**src/rtl/tl_d_queue_pkg.sv**
```systemverilog
// tl_d_queue_pkg: shared sizing, beat layout and pointer helper for the D-beat queue
package tl_d_queue_pkg;
    localparam int DATA_W = 64;
    localparam int DEPTH  = 12;
    localparam int PTR_W  = 4;
    localparam int CNT_W  = 8;
    typedef struct packed {
        logic [DATA_W-1:0] data;
        logic              corrupt;
        logic              last;
    } d_beat_t;
    // Depth is not a power of two, so the wrap must be explicit.
    function automatic logic [PTR_W-1:0] ptr_inc(input logic [PTR_W-1:0] p);
        return (p == PTR_W'(DEPTH - 1)) ? '0 : p + PTR_W'(1);
    endfunction
endpackage

```
**src/rtl/tl_d_beat_ram.sv**
```systemverilog
// tl_d_beat_ram: beat storage with one synchronous write port and one combinational read port
module tl_d_beat_ram
    import tl_d_queue_pkg::*;
(
    input  logic             clock,
    input  logic             W0_en,
    input  logic [PTR_W-1:0] W0_addr,
    input  d_beat_t          W0_data,
    input  logic [PTR_W-1:0] R0_addr,
    output d_beat_t          R0_data
);
    logic [DATA_W:0] main_mem [DEPTH];
    // Corrupt bits are kept in their own narrow array.
    logic            corrupt_mem [DEPTH];
    always_ff @(posedge clock)
        if (W0_en) begin
            main_mem[W0_addr]    <= {W0_data.data, W0_data.last};
            corrupt_mem[W0_addr] <= W0_data.corrupt;
        end
    assign R0_data = '{data: main_mem[R0_addr][DATA_W:1],
                       corrupt: corrupt_mem[R0_addr],
                       last: main_mem[R0_addr][0]};
endmodule

```
**src/rtl/tl_d_beat_queue.sv**
```systemverilog
// tl_d_beat_queue: 12-entry TileLink D-beat FIFO with burst-corrupt tracking and a corrupt-beat counter
module tl_d_beat_queue
    import tl_d_queue_pkg::*;
(
    input  logic              clock,
    input  logic              reset,
    input  logic              enq_valid,
    output logic              enq_ready,
    input  logic [DATA_W-1:0] enq_data,
    input  logic              enq_corrupt,
    input  logic              enq_last,
    output logic              deq_valid,
    input  logic              deq_ready,
    output logic [DATA_W-1:0] deq_data,
    output logic              deq_corrupt,
    output logic              deq_last,
    output logic              deq_burst_corrupt,
    output logic [3:0]        count,
    output logic [CNT_W-1:0]  corrupt_cnt,
    input  logic              clear_cnt
);
    logic [PTR_W-1:0] head_ptr, tail_ptr;
    logic             burst_sticky, enq_fire, deq_fire, cnt_hit;
    d_beat_t          enq_beat, head;
    assign enq_ready         = reset & (count != 4'(DEPTH));
    assign deq_valid         = count != '0;
    assign enq_fire          = enq_valid & enq_ready;
    assign deq_fire          = deq_valid & deq_ready;
    assign enq_beat          = '{data: enq_data, corrupt: enq_corrupt, last: enq_last};
    assign {deq_data, deq_corrupt, deq_last} = head;
    assign deq_burst_corrupt = deq_valid & (burst_sticky | deq_corrupt);
    assign cnt_hit           = deq_fire & deq_corrupt;
    tl_d_beat_ram u_ram (
        .clock   (clock),
        .W0_en   (enq_fire),
        .W0_addr (tail_ptr),
        .W0_data (enq_beat),
        .R0_addr (head_ptr),
        .R0_data (head)
    );
    always_ff @(posedge clock or negedge reset)
        if (!reset) begin
            head_ptr     <= '0;
            tail_ptr     <= '0;
            count        <= '0;
            burst_sticky <= 1'b0;
            corrupt_cnt  <= '0;
        end else begin
            if (enq_fire) tail_ptr <= ptr_inc(tail_ptr);
            if (deq_fire) head_ptr <= ptr_inc(head_ptr);
            if (deq_fire) burst_sticky <= deq_last ? 1'b0 : (burst_sticky | deq_corrupt);
            count       <= count + 4'(enq_fire) - 4'(deq_fire);
            corrupt_cnt <= clear_cnt ? CNT_W'(cnt_hit) :
                           (cnt_hit && corrupt_cnt != '1) ? corrupt_cnt + CNT_W'(1) : corrupt_cnt;
        end
endmodule

```
**config.mk**
```make
export PLATFORM = sky130hd
export DESIGN_NAME = tl_d_beat_queue
export DESIGN_NICKNAME = d
export VERILOG_FILES = /design/src/rtl/tl_d_queue_pkg.sv /design/src/rtl/tl_d_beat_ram.sv /design/src/rtl/tl_d_beat_queue.sv
export SDC_FILE = /design/constraint.sdc
export NUM_CORES = 1
export LEC_CHECK = 0
export CAP_MARGIN = 20
export CELL_PAD_IN_SITES_DETAIL_PLACEMENT = 0
export CELL_PAD_IN_SITES_GLOBAL_PLACEMENT = 2
export CORE_UTILIZATION = 25
export CTS_CLUSTER_SIZE = 25
export DETAILED_ROUTE_END_ITERATION = 10
export PLACE_DENSITY = 0.46
export REMOVE_ABC_BUFFERS = 1
export SETUP_SLACK_MARGIN = 0.5
export SYNTH_ARGS = -nofsm -noshare
export SYNTH_HDL_FRONTEND = slang
export SYNTH_SLANG_ARGS = --single-unit
```
**constraint.sdc**
```tcl
create_clock -name clock -period 6.83 [get_ports clock]
set_input_delay 1.0245 -clock clock [delete_from_list [all_inputs] [get_ports clock]]
set_output_delay 1.0245 -clock clock [all_outputs]
set_load 0.005 [all_outputs]
```
Word level (Yosys, flattened, before mapping)
Memory sizes are Yosys's and may differ from the RTL's.
Index checks and enable logic that the tools add are counted.
{ "totals": {"elab_cells": 32, "in_bits": 71, "ramBits": 792, "memories": 2, "register_bits": 21, "out_inout_bits": 81} }
{ "op_classes": {"muxes": 7, "addsub": 5, "bitwise_logic": 6, "n_reduce_logical": 3, "eq_ne": 4} }
{ "mem_list": {"columns": ["name", "words", "word_bits", "read_ports", "rd_clocked_by_memory_dff", "wr", "line", "text"], "rows": [
  ["u_ram.main_mem", 12, 65, 1, 0, 1, "tl_d_beat_ram.sv:12", "logic [DATA_W:0] main_mem [DEPTH];"],
  ["u_ram.corrupt_mem", 12, 1, 1, 0, 1, "tl_d_beat_ram.sv:14", "logic corrupt_mem [DEPTH];"]
]} }
{ "ops": {"columns": ["operator", "count"], "rows": [
  ["2-to-1 mux 8 bit", 2],
  ["adder 4 x 1 -> 4 bit (second input constant)", 2],
  ["adder 8 x 1 -> 8 bit (second input constant)", 1],
  ["equality test 4 bit (second input constant)", 2],
  ["2-to-1 mux 4 bit", 2],
  ["!= test 8 bit (second input constant)", 1],
  ["AND 1 bit", 5],
  ["adder 4 x 1 -> 4 bit", 1],
  ["!= test 4 bit (second input constant)", 1],
  ["nonzero test 4 bit", 1],
  ["subtractor 4 x 1 -> 4 bit", 1],
  ["2-to-1 mux 1 bit", 3],
  ["nonzero test 2 bit", 1],
  ["logical AND 1 bit", 1],
  ["bitwise OR 1 bit", 1]
]} }

Logic depth before layout (Yosys ltp)
{ "logic_depth": {"depth_word": 6, "ltp_mapped": 11} }

By module
From an unflattened synthesis, not the netlist that was laid out.
{ "hier_totals": {"cells_unflattened": 1403, "area_unflattened_um2": 31078.6} }
{ "modules_own_cells": {"columns": ["mod", "instances", "seq_area_each_um2", "area_each_um2", "cells_each"], "rows": [
  ["tl_d_beat_ram", 1, 23782.8, 29861.1, 1283],
  ["tl_d_beat_queue", 1, 525.5, 1217.4, 120]
]} }

Worst setup path after synthesis
No wires, ideal clock.
{ "synth_timing": {"kind": "input to register", "startpoint": "in reset", "endpoint": "mem u_ram.corrupt_mem[3] (enable)", "path_stages": 3, "setup_time_ps": 574, "n_path_buf": 0, "required_time_ps": 6256, "arrival_time_ps": 5813, "setup_slack_ps": 443, "cell_sequence": "o31a_1 > nand3_1 > nor3_1"} }
{ "synth_via": {"elab_chain_len": 4} }
{ "synth_lines": {"columns": ["element", "line", "text"], "rows": [
  ["start: declaration", "tl_d_beat_queue.sv:6", "input logic reset,"],
  ["AND 1 bit", "tl_d_beat_queue.sv:25", "assign enq_ready = reset & (count != 4'(DEPTH));"],
  ["AND 1 bit", "tl_d_beat_queue.sv:27", "assign enq_fire = enq_valid & enq_ready;"],
  ["2-to-1 mux 1 bit", "tl_d_beat_ram.sv:16", "if (W0_en) begin"],
  ["2-to-1 mux 1 bit (implied by the code)", "tl_d_beat_ram.sv:18", "corrupt_mem[W0_addr] <= W0_data.corrupt;"],
  ["end: declaration", "tl_d_beat_ram.sv:14", null]
]} }
No other way between the ends.

Final worst setup path
{ "layout_timing": {"startpoint": "reg head_ptr[2]", "endpoint": "out deq_data[20]"} }
{ "layout_via": {"elab_chain_len": 1} }
{ "layout_lines": {"columns": ["element", "line", "text"], "rows": [
  ["start: declaration", "tl_d_beat_queue.sv:22", "logic [PTR_W-1:0] head_ptr, tail_ptr;"],
  ["start signal: assignment", "tl_d_beat_queue.sv:50", "if (deq_fire) head_ptr <= ptr_inc(head_ptr);"],
  ["memory (12 x 65 bit)", null, null],
  ["end: declaration", "tl_d_beat_queue.sv:14", "output logic [DATA_W-1:0] deq_data,"]
]} }
No other way between the ends.

==> out/results.txt <==
The flow ran to the end, and the final reports show no timing, DRC or antenna violations. The ratio of routed vias to standard cells was 4.36. The logs give 1693 for the number of nets in the final layout and 34700 um2 for the post-place instance area.

The routed design has 77600 um of wire. The clock drives 813 sinks. The run gives 0 as the total congestion overflow.

Once the clock tree was built, the setup fixing pass inserted 0 buffers. In the final routed layout, each cell accounts on average for 23.5 um. The tools report the area of the mapped netlist as 31100 um2.

The setup skew after layout was 0.0207 ns; the diode insertion count for antenna repair was 0. Of all nets on the critical path, the largest fanout is 47. The die covers 126000 um2. IR analysis of the VDD net gives a maximum drop of 0.000251 V. The wire-length estimate of the detail-placed layout is 42800 um.

Buffers inserted to repair hold after CTS numbered 0. The mean instance size in the synthesized netlist came out at 22.3 um2. Clock tree synthesis selected as its root buffer the cell sky130_fd_sc_hd__clkbuf_16. Counting flops and latches in the post-synthesis netlist gives 813.

The logs give 0.124 for the global routing usage summed across all routing layers and 16000 for the number of global-route vias before repair. Across the run, the number of max-cap violations was 0. Among all flip-flop cells after synthesis, the most frequent one is sky130_fd_sc_hd__edfxtp_1.

Measured along the x axis, the die boundary spans 355 um. Data arrives at the worst endpoint at 3.85 ns. The total power density per cell area works out to 395 nW/um2. The logs give 123000 um2 for the placeable core region and 0 for the total setup violations reported at the end of the flow. The number of detailed-routing iterations run before antenna repair was 5. The gate count of the mapped netlist is 1395, and the static leakage is 0.0118 uW. The critical path is of the reg2out type. The area fraction of the dominant cell type after synthesis was 0.765.

After clock tree synthesis, the repair step resized 0 gates. Setup repair after global routing left no endpoint under its margin. STA puts the critical path data required time at 5.81 ns. At the pin with the least slew margin, the transition time is 1.07 ns. The most common cell after layout, fill and taps aside was sky130_fd_sc_hd__edfxtp_1. After clock tree synthesis, the clock-pin slew on the worst setup and hold paths is 0.06 ns.

In the post-synthesis netlist, the biggest area contributors are sky130_fd_sc_hd__edfxtp_1 (77%), sky130_fd_sc_hd__mux4_2 (14%), sky130_fd_sc_hd__mux2i_1 (2.2%). Once detail routing completed, the nets flagged for antenna violations numbered 0. The number of input and output port buffers inserted came out at 151. The later pin in the worst-skew pair is clocked with a latency of 0.64 ns. TritonCTS built the clock tree. For the headroom to the max-slew limit, the log shows 0.289. The top cell types in the final layout, fill and taps aside, are sky130_fd_sc_hd__edfxtp_1 (792), sky130_fd_sc_hd__mux4_2 (197), sky130_fd_sc_hd__clkdlybuf4s50_1 (151).

Counting flops with a built-in enable in the synthesized netlist gives 792. The smallest clock period supported by the final layout is computed as 4.88 ns. The sequential fraction of the synthesis area is 0.782, and the overall die height is 355 um. The number of placed instances, taps included is 3134. The first global-routing pass estimated 113000 um of wire. The portion of the clock cycle consumed by the worst path in the final layout is 0.714. The worst setup path is captured at a primary output. The logs give 205 MHz for the peak clock frequency supported by timing and 40 for the post-synthesis cell type count. The finished layout holds 3304 standard cells, fillers aside. The largest total area in the synthesized netlist belongs to sky130_fd_sc_hd__edfxtp_1. The maximum clock path buffer count is 3, and the count of H-tree levels built during CTS is 3. The max-slew violation count was 0. For the number of I/O pins, the log shows 152. After floorplanning, the core was divided into 128 placement rows.

The share of layout cells above drive strength 1 came out at 0.226. Starting density of the core: 0.254. The detailed router finished its first iteration with 889 violations. The remaining routing DRC violations came out at 0.

Relative to the synthesized area, the layout overhead comes to 21.3%. Across all layers, the routed design uses 14400 vias. The share of async-settable or async-resettable flops after synthesis was 0.0258. Entering global routing, the biggest net connects 68 pins.

Clock tree synthesis inserted a total of 94 buffers. The run gives 0 as the count of synthesis-stage warnings from yosys. The number of antenna violations at the first check in global routing is 6, and the weighted congestion reported at the end of routability-driven placement is 0.682. Type of origin of the critical path: a flop. Once layout is done, the placed cells without fillers occupy 37700 um2. Counting the fill cells in the layout gives 11800. The class of the worst hold path is reg2reg. Total count of hold-check failures in the final report: 0.
## metrics by stage
stage	util	TNS [ns]	setup WS, ns	hold WS (ns)	total power (uW)
6_report	0.308	0	1.95	0.553	14900
5_1_grt	0.308	0	1.66	0.593	15700
4_1_cts	0.307	0	1.72	0.564	15300
3_5_place_dp	0.283	0	2.43	0.555	10500
3_3_place_gp	0.283	0	2.46	0.538	10500
2_1_floorplan	-	-226.35	-3.10	0.505	8960
## registers in the layout, summed over array words and instances (netlist names)
register	count
u_ram.main_mem	780
u_ram.corrupt_mem	12
corrupt_cnt	8
count	4
head_ptr	4
tail_ptr	4
burst_sticky	1
## cell usage after synthesis, types with 5 or more instances
| master | count |
|---|---|
| sky130_fd_sc_hd__o21ai_0 | 72 |
| sky130_fd_sc_hd__buf_2 | 15 |
| sky130_fd_sc_hd__ha_1 | 12 |
| sky130_fd_sc_hd__inv_1 | 16 |
| sky130_fd_sc_hd__nor2_1 | 11 |
| sky130_fd_sc_hd__edfxtp_1 | 792 |
| sky130_fd_sc_hd__nand3_1 | 7 |
| sky130_fd_sc_hd__and3_1 | 5 |
| sky130_fd_sc_hd__dfrtp_1 | 21 |
| sky130_fd_sc_hd__mux2i_1 | 69 |
| sky130_fd_sc_hd__a21oi_1 | 7 |
| sky130_fd_sc_hd__clkbuf_1 | 48 |
| sky130_fd_sc_hd__buf_1 | 5 |
| sky130_fd_sc_hd__mux4_2 | 197 |
| sky130_fd_sc_hd__nor3_1 | 5 |
| sky130_fd_sc_hd__and2_1 | 7 |
| sky130_fd_sc_hd__nand2_1 | 71 |
## cell families after synthesis
logic type | count (synthesis) | share of synthesized area
adder cells (fa/ha/maj) | 13 | 0.00548
XOR/XNOR | 2 | 0.000564
flip-flops | 813 | 0.782
buffers and inverters | 86 | 0.0115
AO/OA/AOI/OAI | 100 | 0.0183
multiplexers | 269 | 0.166
AND/OR/NAND/NOR | 112 | 0.0157
## where the power goes
| part | internal (uW) | leakage, uW | switching, uW |
|---|---|---|---|
| Sequential | 5780 | 0.00740 | 322 |
| Clock | 2770 | 0.00140 | 1950 |
| Combinational | 2100 | 0.00297 | 1980 |
## metal layers
layer,wire [um],GRT usage,up-vias
met5,33,0,-
met4,1500,0.0354,6
met3,2990,0.0225,108
met2,39000,0.212,276
met1,34100,0.160,7767
li1,-,-,6252
## worst max-delay path, stage by stage (launching register included)
cell                              delay [ns]
sky130_fd_sc_hd__dfrtp_4                0.99
sky130_fd_sc_hd__buf_4                  0.71
sky130_fd_sc_hd__mux4_2                 0.34
sky130_fd_sc_hd__mux2i_1                0.07
sky130_fd_sc_hd__o21ai_0                0.37
sky130_fd_sc_hd__clkdlybuf4s50_1        0.58
## worst paths after layout
kind                       cells past startpoint         start  slack, ns             end
setup reg to reg                               6   head_ptr[2]       3.70  corrupt_cnt[5]
max in group asynchronous                      2         reset       5.80     head_ptr[0]
hold / removal                                 1  burst_sticky       0.55    burst_sticky
min in group asynchronous                      2         reset       0.75     tail_ptr[1]
hold reg to reg                                1  burst_sticky       0.55    burst_sticky
setup / recovery                               5   head_ptr[2]       1.95    deq_data[20]
## cell type report
cell class / instances / area [um2] / share of cell area
inverter: 16 / 60.1 / 0.00159
timing repair buffer: 188 / 1940 / 0.0516
sequential: 813 / 24300 / 0.645
multi-input combinational: 496 / 6450 / 0.171
clock buffer: 119 / 2510 / 0.0666
tap: 1625 / 2030 / 0.0540
clock inverter: 47 / 367 / 0.00973
No activity file was read; power rests on OpenSTA's default activity.
